## config.mk

```make
export PLATFORM = sky130hd
export DESIGN_NAME = aes128_inv_key_expansion
export DESIGN_NICKNAME = d
export VERILOG_FILES = /design/src/rtl/aes128_inv_key_expansion.sv
export SDC_FILE = /design/constraint.sdc
export NUM_CORES = 1
export LEC_CHECK = 0
export CORE_MARGIN = 1
export CORE_UTILIZATION = 35
export CTS_BUF_LIST = sky130_fd_sc_hd__clkbuf_2 sky130_fd_sc_hd__clkbuf_4 sky130_fd_sc_hd__clkbuf_8
export DETAILED_ROUTE_END_ITERATION = 16
export PLACE_DENSITY = 0.55
export SETUP_SLACK_MARGIN = 0.4
export SLEW_MARGIN = 20
export SYNTH_ARGS = -nofsm -noshare
export SYNTH_HDL_FRONTEND = slang
export SYNTH_SLANG_ARGS = --single-unit
```

## constraint.sdc

```tcl
create_clock -name clk_i -period 18.5 [get_ports clk_i]
set_input_delay 3.7 -clock clk_i [delete_from_list [all_inputs] [get_ports clk_i]]
set_output_delay 3.7 -clock clk_i [all_outputs]
set_load 0.01 [all_outputs]
```

## src/rtl/aes128_inv_key_expansion.sv

```systemverilog
// Inverse AES-128 key schedule: loads the round-10 key and derives round 9..0 on request, one word op per cycle.
// Step latency 12 cycles (10 with AES128_INV_KEY_PARALLEL_XOR_EN); requests arriving mid-step are dropped, never queued.

// Byte-serial S-box substitution: one byte per cycle after a start cycle, done on the last byte.
module aes128_sub_bytes #(
    parameter int N_BYTES       = 4,
    parameter bit ENCRYPT       = 1'b1,
    parameter bit EXTERNAL_SBOX = 1'b0,
    localparam int IW           = (N_BYTES > 1) ? $clog2(N_BYTES) : 1
) (
    input  logic                   clk_i,
    input  logic                   rst_n_i,
    input  logic                   start_i,
    input  logic [8*N_BYTES-1:0]   data_i,
    output logic                   byte_valid_o,
    output logic [IW-1:0]          byte_idx_o,
    output logic [7:0]             byte_o,
    output logic                   done_o,
    output logic [7:0]             sbox_sub_o,
    input  logic [7:0]             sbox_sub_i
);
    logic [8*N_BYTES-1:0] data;
    logic                 busy;
    logic [IW-1:0]        idx;
    logic [IW-1:0]        idx_nxt;
    logic [7:0]           sub;
    logic                 last;

    function automatic logic [7:0] gf_mul(input logic [7:0] a, input logic [7:0] b);
        logic [7:0] p;
        logic [7:0] x;
        p = 8'h00;
        x = a;
        for (int i = 0; i < 8; i++) begin
            if (b[i]) p = p ^ x;
            x = {x[6:0], 1'b0} ^ (x[7] ? 8'h1b : 8'h00);
        end
        return p;
    endfunction

    // x^254 is the multiplicative inverse in GF(2^8), and maps 0 to 0
    function automatic logic [7:0] gf_inv(input logic [7:0] x);
        logic [7:0] sq;
        logic [7:0] r;
        sq = x;
        r  = 8'h01;
        for (int i = 1; i < 8; i++) begin
            sq = gf_mul(sq, sq);
            r  = gf_mul(r, sq);
        end
        return r;
    endfunction

    function automatic logic [7:0] rotl8(input logic [7:0] b, input int n);
        logic [15:0] t;
        t = {b, b} << n;
        return t[15:8];
    endfunction

    function automatic logic [7:0] fwd_sbox(input logic [7:0] x);
        logic [7:0] i;
        i = gf_inv(x);
        return i ^ rotl8(i, 1) ^ rotl8(i, 2) ^ rotl8(i, 3) ^ rotl8(i, 4) ^ 8'h63;
    endfunction

    function automatic logic [7:0] inv_sbox(input logic [7:0] x);
        return gf_inv(rotl8(x, 1) ^ rotl8(x, 3) ^ rotl8(x, 6) ^ 8'h05);
    endfunction

    assign last    = (idx == IW'(N_BYTES - 1));
    assign idx_nxt = idx + 1'b1;

    always_ff @(posedge clk_i) begin
        if (!rst_n_i) begin
            data <= '0;
            busy <= 1'b0;
            idx  <= '0;
            sub  <= 8'h00;
        end else if (start_i && !busy) begin
            data <= data_i;
            busy <= 1'b1;
            idx  <= '0;
            sub  <= data_i[7:0];
        end else if (busy) begin
            if (last) begin
                busy <= 1'b0;
            end else begin
                idx <= idx_nxt;
                sub <= data[int'(idx_nxt)*8 +: 8];
            end
        end
    end

    assign sbox_sub_o   = sub;
    assign byte_valid_o = busy;
    assign byte_idx_o   = idx;
    assign done_o       = busy && last;
    assign byte_o       = EXTERNAL_SBOX ? sbox_sub_i : (ENCRYPT ? fwd_sbox(sub) : inv_sbox(sub));
endmodule

module aes128_inv_key_expansion #(
    parameter bit EXTERNAL_SBOX = 1'b0
) (
    input  logic         clk_i,
    input  logic         rst_n_i,
    input  logic [127:0] key_i,
    input  logic         start_i,
    input  logic         key_req_i,
    output logic [127:0] key_o,
    output logic [127:0] key_big_end_o,
    output logic [3:0]   round_o,
    output logic         valid_o,
    output logic [7:0]   sbox_sub_o,
    input  logic [7:0]   sbox_sub_i
);
    typedef enum logic [2:0] {WAIT, XOR, ROT, SUB, RCON, XOR0, DONE} state_t;

    state_t       state;
    logic [127:0] working_key;
    logic [31:0]  manip;
    logic [7:0]   rcon;
    logic [3:0]   round;
    logic         valid;
    logic         sub_start;
`ifndef AES128_INV_KEY_PARALLEL_XOR_EN
    logic [1:0]   cnt;
`endif

    logic         sb_vld;
    logic [1:0]   sb_idx;
    logic [7:0]   sb_byte;
    logic         sb_done;

    function automatic logic [127:0] byte_rev(input logic [127:0] k);
        logic [127:0] r;
        for (int i = 0; i < 16; i++) r[i*8 +: 8] = k[(15-i)*8 +: 8];
        return r;
    endfunction

    aes128_sub_bytes #(
        .N_BYTES       (4),
        .ENCRYPT       (1'b1),
        .EXTERNAL_SBOX (EXTERNAL_SBOX)
    ) u_sub_bytes (
        .clk_i        (clk_i),
        .rst_n_i      (rst_n_i),
        .start_i      (sub_start),
        .data_i       (manip),
        .byte_valid_o (sb_vld),
        .byte_idx_o   (sb_idx),
        .byte_o       (sb_byte),
        .done_o       (sb_done),
        .sbox_sub_o   (sbox_sub_o),
        .sbox_sub_i   (sbox_sub_i)
    );

    always_ff @(posedge clk_i) begin
        if (!rst_n_i) begin
            state       <= WAIT;
            working_key <= '0;
            manip       <= '0;
            rcon        <= 8'h00;
            round       <= 4'd0;
            valid       <= 1'b0;
            sub_start   <= 1'b0;
`ifndef AES128_INV_KEY_PARALLEL_XOR_EN
            cnt         <= 2'd0;
`endif
        end else begin
            unique case (state)
                WAIT: begin
                    if (start_i) begin
                        working_key <= byte_rev(key_i);
                        round       <= 4'd10;
                        valid       <= 1'b1;
                        rcon        <= 8'h36;
                    end else if (key_req_i && valid && round != 4'd0) begin
                        valid <= 1'b0;
                        state <= XOR;
`ifndef AES128_INV_KEY_PARALLEL_XOR_EN
                        cnt   <= 2'd3;
`endif
                    end
                end
                XOR: begin
`ifdef AES128_INV_KEY_PARALLEL_XOR_EN
                    working_key[127:32] <= {working_key[127:96] ^ working_key[95:64],
                                            working_key[95:64]  ^ working_key[63:32],
                                            working_key[63:32]  ^ working_key[31:0]};
                    state <= ROT;
`else
                    // top-down order so each word still sees its unmodified lower neighbour
                    working_key[int'(cnt)*32 +: 32] <= working_key[int'(cnt)*32 +: 32]
                                                     ^ working_key[(int'(cnt)-1)*32 +: 32];
                    cnt <= cnt - 2'd1;
                    if (cnt == 2'd1) state <= ROT;
`endif
                end
                ROT: begin
                    manip     <= {working_key[103:96], working_key[127:104]};
                    sub_start <= 1'b1;
                    state     <= SUB;
                end
                SUB: begin
                    sub_start <= 1'b0;
                    if (sb_vld) manip[int'(sb_idx)*8 +: 8] <= sb_byte;
                    if (sb_done) state <= RCON;
                end
                RCON: begin
                    manip[7:0] <= manip[7:0] ^ rcon;
                    state      <= XOR0;
                end
                XOR0: begin
                    working_key[31:0] <= working_key[31:0] ^ manip;
                    state             <= DONE;
                end
                DONE: begin
                    valid <= 1'b1;
                    round <= round - 4'd1;
                    rcon  <= rcon[0] ? (((rcon ^ 8'h1b) >> 1) | 8'h80) : (rcon >> 1);
                    state <= WAIT;
                end
                default: state <= WAIT;
            endcase
        end
    end

    assign key_o         = working_key;
    assign key_big_end_o = byte_rev(working_key);
    assign round_o       = round;
    assign valid_o       = valid;
endmodule

```

Yosys cells after proc, flatten, opt, wreduce, memory -nomap -nowiden
Index checks and enable logic that the tools add are counted.
{"block": "op_classes", "addsub": 6, "multipliers": 0, "n_div": 0, "n_lt_le_gt_ge": 0, "eq_ne": 16, "shifts": 7, "muxes": 234, "bitwise_logic": 200, "n_reduce_logical": 24}
{"op": "XOR 8 bit", "count": 187}
{"op": "2-to-1 mux 8 bit", "count": 110}
{"op": "2-to-1 mux 5 bit", "count": 92}
{"op": "variable part select 128 x 8 -> 32 bit", "count": 2}
{"op": "case mux 96 bit (2 select lines)", "count": 1}
{"op": "bitwise mux 128 bit", "count": 1}
{"op": "2-to-1 mux 128 bit", "count": 1}
{"op": "variable shift 32 x 33 -> 128 bit (first input constant)", "count": 1}
{"op": "variable part select 32 x 33 -> 128 bit", "count": 1}
{"op": "case mux 32 bit (3 select lines)", "count": 1}
{"op": "XOR 32 bit", "count": 2}
{"op": "case mux 24 bit (2 select lines)", "count": 1}
{"op": "negation 5 -> 33 bit", "count": 1}
{"op": "negation 7 -> 33 bit", "count": 1}
{"op": "variable shift 8 x 33 -> 32 bit (first input constant)", "count": 1}
{"op": "variable part select 8 x 33 -> 32 bit", "count": 1}
{"op": "bitwise mux 32 bit", "count": 1}
{"op": "2-to-1 mux 32 bit", "count": 1}
{"op": "variable part select 32 x 6 -> 8 bit", "count": 1}
{"op": "case mux 8 bit (3 select lines)", "count": 1}
{"op": "case mux 3 bit (6 select lines)", "count": 1}
{"op": "case mux 8 bit (2 select lines)", "count": 1}
{"op": "AND reduction 2 bit", "count": 8}
{"op": "2-to-1 mux 3 bit", "count": 5}
{"op": "other kinds (32)", "count": 64}
{"block": "totals", "regBits": 222, "latchBits": 0, "ram_bits": 0, "romBits": 0, "inputBits": 140, "out_inout_bits": 269, "word_cells": 501, "n_memories": 0}

Logic depth before layout (Yosys ltp)
Gate-level depths: netlist of the first run.
{"block": "depth", "depth_word": 136, "depth_mapped": 62, "ltp_nobuf": 52}

By module
A second synthesis of the first run with hierarchy kept.
{"block": "unflattened", "cells_unflattened": 3821, "hier_area_um2": 31245.0}
{"mod": "aes128_sub_bytes", "n_inst": 1, "cells_each": 2373, "area_per_inst_um2": 18656.6, "seq_area_each_um2": 860.8}
{"mod": "aes128_inv_key_expansion", "n_inst": 1, "cells_each": 1448, "area_per_inst_um2": 12588.3, "seq_area_each_um2": 3583.4}

Worst setup path after synthesis of the first run
OpenSTA, ideal clock, no wires.
{"block": "synth_path", "path_type": "flip-flop to flip-flop", "from": "register u_sub_bytes.sub[6] (netlist: u_sub_bytes.sbox_sub_o[6])", "to": "register manip[13]", "setup_ns": 0.120, "arrival_time_ns": 14.565, "required_ns": 18.380, "setup_slack_ns": 3.816, "stages_incl_launch_ff": 61, "n_path_buf": 10, "period_less_slack_ns": 14.684, "path_cell_list": "dfxtp_1 buf_2 buf_6 xnor2_1 xnor2_2 inv_1 buf_2 buf_1 buf_1 ha_1 nor2_1 nor2_1 mux2i_1 xor2_1 inv_1 ha_1 nand2_1 xor2_1 (+25 left out) xor3_2 xnor3_2 nand2_1 xnor2_1 xnor3_2 xor2_2 xor2_1 xor2_1 buf_4 a22o_1 mux2_2 a211oi_1 xnor2_1 xnor3_2 xor3_2 xnor3_1 a221oi_2 nor2_1"}
{"block": "synth_via", "elab_chain_len": 133, "word_cells_on_any_way": 390, "classes_between": "1 x shift; 202 x mux; 187 x bitwise"}
{"element": "from (decl)", "line": "26", "rtl": "logic [7:0] sub;"}
{"element": "from (signal assigned)", "line": "83", "rtl": "sub <= data_i[7:0];"}
{"element": "from (signal assigned)", "line": "89", "rtl": "sub <= data[int'(idx_nxt)*8 +: 8];"}
{"element": "XOR 8 bit", "line": "36", "rtl": "x = {x[6:0], 1'b0} ^ (x[7] ? 8'h1b : 8'h00);"}
{"element": "XOR 8 bit", "line": "35", "rtl": "if (b[i]) p = p ^ x;"}
{"element": "2-to-1 mux 8 bit", "line": "35"}
{"element": "XOR 8 bit", "line": "35"}
{"element": "2-to-1 mux 8 bit", "line": "35"}
{"element": "XOR 8 bit", "line": "35"}
{"element": "2-to-1 mux 8 bit", "line": "35"}
{"element": "XOR 8 bit", "line": "35"}
{"element": "(+115 left out)"}
{"element": "2-to-1 mux 8 bit (*)", "line": "35"}
{"element": "XOR 8 bit (3 in series)", "line": "63", "rtl": "return i ^ rotl8(i, 1) ^ rotl8(i, 2) ^ rotl8(i, 3) ^ rotl8(i, 4) ^ 8'h63;"}
{"element": "XOR 8 bit (*)", "line": "63"}
{"element": "inverter 4 bit (no line)"}
{"element": "variable part select 8 x 33 -> 32 bit (*)", "line": "206", "rtl": "if (sb_vld) manip[int'(sb_idx)*8 +: 8] <= sb_byte;"}
{"element": "bitwise mux 32 bit (*)", "line": "206"}
{"element": "2-to-1 mux 32 bit (*)", "line": "206"}
{"element": "case mux 24 bit (2 select lines) (*)", "line": "170", "rtl": "unique case (state)"}
{"element": "to (signal assigned)", "line": "200", "rtl": "manip <= {working_key[103:96], working_key[127:104]};"}
{"element": "to (signal, indexed assignment)", "line": "206"}
{"element": "to (decl)", "line": "120", "rtl": "logic [31:0] manip;"}
Mark *: on every way between the ends. The rest lies on a longest branch, timed or not. The select of a mux whose other input is x is not followed.
A chain may end at the register's enable or synchronous reset.

Worst setup path in the final report of the first run
{"block": "layout_path", "from": "register u_sub_bytes.sub[0] (netlist: u_sub_bytes.sbox_sub_o[0])", "to": "register manip[29]"}
{"block": "layout_via", "elab_chain_len": 133, "word_cells_on_any_way": 387, "classes_between": "1 x shift; 199 x mux; 187 x bitwise"}
{"element": "2-to-1 mux 8 bit", "line": "35"}
{"element": "XOR 8 bit", "line": "35"}
{"element": "2-to-1 mux 8 bit", "line": "35"}
{"element": "XOR 8 bit", "line": "35"}
{"element": "2-to-1 mux 8 bit", "line": "35"}
{"element": "XOR 8 bit", "line": "35"}
{"element": "2-to-1 mux 8 bit", "line": "35"}
{"element": "XOR 8 bit", "line": "35"}
{"element": "(+115 left out)"}
{"element": "2-to-1 mux 8 bit (*)", "line": "35"}
{"element": "XOR 8 bit (3 in series)", "line": "63"}
{"element": "XOR 8 bit (*)", "line": "63"}
{"element": "inverter 4 bit (no line)"}
{"element": "variable part select 8 x 33 -> 32 bit (*)", "line": "206"}
{"element": "bitwise mux 32 bit (*)", "line": "206"}
{"element": "2-to-1 mux 32 bit (*)", "line": "206"}
{"element": "case mux 24 bit (2 select lines) (*)", "line": "170"}
Marked as above.

==> summary.md, run 1 <==
| Metric | Value |
|---|---|
| Status | `finished, violations left` |
| Failing checks | `DRC` |
| R2r worst-path depth | `48` |
| Routing usage on met1 | `33.03%` |
| Gpl congestion | `0.8724` |
| Syn-to-layout area delta | `17.98%` |
| Largest net degree at the start of global routing | `116` |
| Critical path data arrival time | `17.40 ns` |
| DRC violations left | `1` |
| Yosys reg bits | `222` |
| Fill cells | `8,173` |
| Post-synth cell types | `98` |
| Sum of negative setup slack | `0 ns` |
| Grt ovf | `0` |
| Hold Path Stages | `2` |
| Per-cell routed wire length | `22.33 um` |
| Worst Setup End Kind | `flop` |
| Area of the core | `0.08081 mm2` |
| First-pass GRT wire length | `164.3 mm` |
| CP Launch Type | `flop` |
| Initial Utilization | `35.46%` |
| GR Util met3 | `2.883%` |
| Mapped cell area | `0.02866 mm2` |
| Max H-tree Level | `2` |
| Fin. max-slew vios | `0` |
| Peak Freq | `58.97 MHz` |
| CP required | `18.94 ns` |
| Non-Filler Instances | `4,801` |
| Die span in x | `288.1 um` |
| Final nets | `3,870` |
| Max_cap viols | `0` |
| Vias in the first global route | `25,840` |
| Kind of critical path | `flop to flop` |
| Min-delay worst type | `flop to flop` |
| Antenna Nets Post-Route | `0` |
| Post-Synthesis Mean Instance Area | `8.043 um2` |
| Final setup fails | `0` |
| TritonCTS buffer count | `39` |
| Worst-Skew Late Latency | `0.59 ns` |
| # hold bufs at CTS | `0` |
| Std-Cell Rows | `104` |
| Ports | `409` |
| CP Max Fanout | `24` |
| CTS tree | `built` |
| Hold Violations, Final | `0` |
| Yosys Warn Count | `0` |
| Fin crit share | `91.66%` |
| FF-to-FF Start | `u_sub_bytes.sbox_sub_o[0]` |
| Final Cell Area | `0.03381 mm2` |
| Post-synth EDFFs | `0` |
| Fin crit period | `16.96 ns` |
| Max stage delay cell, worst path | `xnor3_2` |
| Hold Startpoint | `u_sub_bytes.data[27]` |
| Hold endpoint | `u_sub_bytes.data[27]` |
| Chip height | `288.1 um` |
| Reg2Reg Setup Slack | `1.54 ns` |
| Via count | `27,120` |
| Least-Margin Pin Slew | `1.100 ns` |
| Primary FF master, synth | `dfxtp_1` |
| Die area | `0.08302 mm2` |
| Initial antenna violation count | `6` |
| Sequential share of the synthesized area | `15.51%` |
| GRT Resource Usage Total | `25.25%` |
| Share of synthesized registers carrying an async set or reset | `0%` |
| Footprint of the multi-input gates | `0.02217 mm2` |
| Slowest cell delay on critical path | `0.74 ns` |
| Input/output buffers | `400` |
| Share of layout cells above drive strength 1 | `11.29%` |
| Met2 global-route usage | `43.89%` |
| Initial DRC count | `2,290` |
| Commonest non-fill, non-tap cell in the layout | `nor2_1` |
| Skew final | `0.04664 ns` |
| DRT Wirelength | `107.2 mm` |
| RSZ-0062 raised after global routing | `no` |
| Global routing's busiest layer | `met2` |
| Slew HR | `26.49%` |
| CTS max path bufs | `3` |
| Mapped Cells | `3,563` |
| Reg clk slew, reported paths | `0.06 ns` |
| Clock root buffer master | `clkbuf_8` |
| Reg area | `0.004449 mm2` |
| # clock sinks | `222` |
| Most frequent cells in the layout | `nor2_1 (509), xnor2_1 (414), clkdlybuf4s50_1 (400)` |
| Final HPWL DP | `77.12 mm` |
| Vias/cell | `5.649` |
| Post-DP Area | `0.03280 mm2` |
| Cell total after placement | `4,728` |
| Most Frequent Cell on Critical Path | `xnor3_1` |
| Terminus of the critical flop-to-flop path | `manip[29]` |
| Synthesized net count | `3,723` |
| Drt first pass iters | `12` |
worst max-delay path, delay by kind of cell, from the launching register on:
kind | cells | cell delay, ns
and+or+nand+nor | 6 | 0.67
AOI/OAI and AO/OA | 3 | 0.72
muxes | 4 | 0.94
buffers and inverters | 2 | 0.45
DFF | 1 | 0.51
adders and majority gates | 2 | 0.88
xor gates and xnor gates | 31 | 12.58
registers in the layout, summed over array words and instances (netlist names):
register                  flops
valid_o                       1
key_o                       128
u_sub_bytes.sbox_sub_o        8
rcon                          8
u_sub_bytes.data             32
state                         3
u_sub_bytes.byte_idx_o        2
u_sub_bytes.byte_valid_o      1
round_o                       4
manip                        32
cnt                           2
sub_start                     1
through the flow:
stage	hold WS (ns)	util, %	setup WS [ns]
floorplan	0.4331	-	3.816
global placement	0.4405	40.59	0.9975
global route	0.4692	41.84	0.5074
finish	0.4535	41.84	1.544
detailed placement	0.4464	40.59	0.9148
CTS	0.4551	41.67	0.8282
cells in the mapped netlist, types with 11 or more instances:
cell type | instances | area share (%)
o21ai_1 | 17 | 0.30
inv_1 | 24 | 0.31
or3_1 | 16 | 0.35
nand2b_1 | 20 | 0.44
buf_2 | 30 | 0.52
nand3_1 | 47 | 0.82
buf_1 | 29 | 0.38
o211ai_1 | 22 | 0.58
ha_1 | 20 | 0.87
a222oi_1 | 27 | 0.94
xor3_1 | 13 | 1.1
mux2_2 | 11 | 0.43
clkbuf_1 | 198 | 2.6
nand2_1 | 363 | 4.8
xnor2_2 | 41 | 2.3
dfxtp_1 | 222 | 16
xnor3_2 | 17 | 1.4
xor2_1 | 131 | 4.0
o21ai_0 | 111 | 1.9
nor2b_1 | 13 | 0.28
nor3_1 | 122 | 2.1
a211oi_1 | 95 | 2.5
a221oi_1 | 53 | 1.6
nor2_1 | 511 | 6.7
mux4_2 | 74 | 5.8
a22oi_1 | 88 | 2.3
xnor3_1 | 80 | 6.3
xor2_2 | 14 | 0.79
a31oi_1 | 40 | 0.87
o22ai_1 | 45 | 0.98
buf_4 | 144 | 3.8
mux2i_1 | 60 | 2.1
a21oi_1 | 224 | 3.9
xnor2_1 | 427 | 13
layer usage:
layer	vias up	share of wire (%)
met5	-	0.026
met1	13160	42
met3	121	6.1
met2	973	49
li1	12860	-
met4	4	2.4
kinds of logic (layout without fill, tap and decap cells):
logic type / count (synthesis) / in the layout / synth area share [%]
multiplexers: 148 / 148 / 8.501
other: 0 / 3 / 0
buffers and inverters: 439 / 614 / 7.925
adder cells (fa/ha/maj): 20 / 20 / 0.8732
XOR/XNOR: 736 / 736 / 30.17
flip-flops: 222 / 222 / 15.51
AO/OA/AOI/OAI: 842 / 842 / 19.93
AND/OR/NAND/NOR: 1156 / 1156 / 17.10
area by class of cell:
cell class	instances	area share, %
inverters	32	0.3701
well taps	1060	3.923
clock buffers	59	2.254
multi-input cells	2902	65.56
repair buffers	513	14.39
flip-flops and latches	222	13.16
clock inverters	10	0.3257
diodes	3	0.02220
how the worst max path moves through the flow:
stage	startpoint	end	slack, ns	cells after the start
final	u_sub_bytes.sbox_sub_o[0]	manip[29]	1.54	48
after global routing	u_sub_bytes.sbox_sub_o[0]	manip[29]	0.51	53
after CTS	u_sub_bytes.sbox_sub_o[0]	manip[30]	0.83	50
after detailed placement	u_sub_bytes.sbox_sub_o[0]	manip[14]	0.91	50
after global placement	u_sub_bytes.sbox_sub_o[0]	manip[30]	1.0	50
after floorplan	u_sub_bytes.sbox_sub_o[6]	manip[13]	3.82	60
timing repair:
action                                  4_1_cts  5_1_grt
resized for setup                             0       13
buffers inserted                              0        0
endpoints found under the setup margin        0       32
endpoints found under the hold margin         0        0
Power of run 1 is not shown: default switching activity piles up to over one toggle a cycle in this logic, so the estimate is an artifact.
==> inputs of run 2 (changes only) <==
--- a/config.mk
+++ b/config.mk
@@ -15,3 +15,4 @@
 export SYNTH_ARGS = -nofsm -noshare
 export SYNTH_HDL_FRONTEND = slang
 export SYNTH_SLANG_ARGS = --single-unit
+export TNS_END_PERCENT = 20
==> results of run 2 <==
Final layout, timing and power as in run 1 (identical DEF).
Power of run 2 is left out for the same reason.
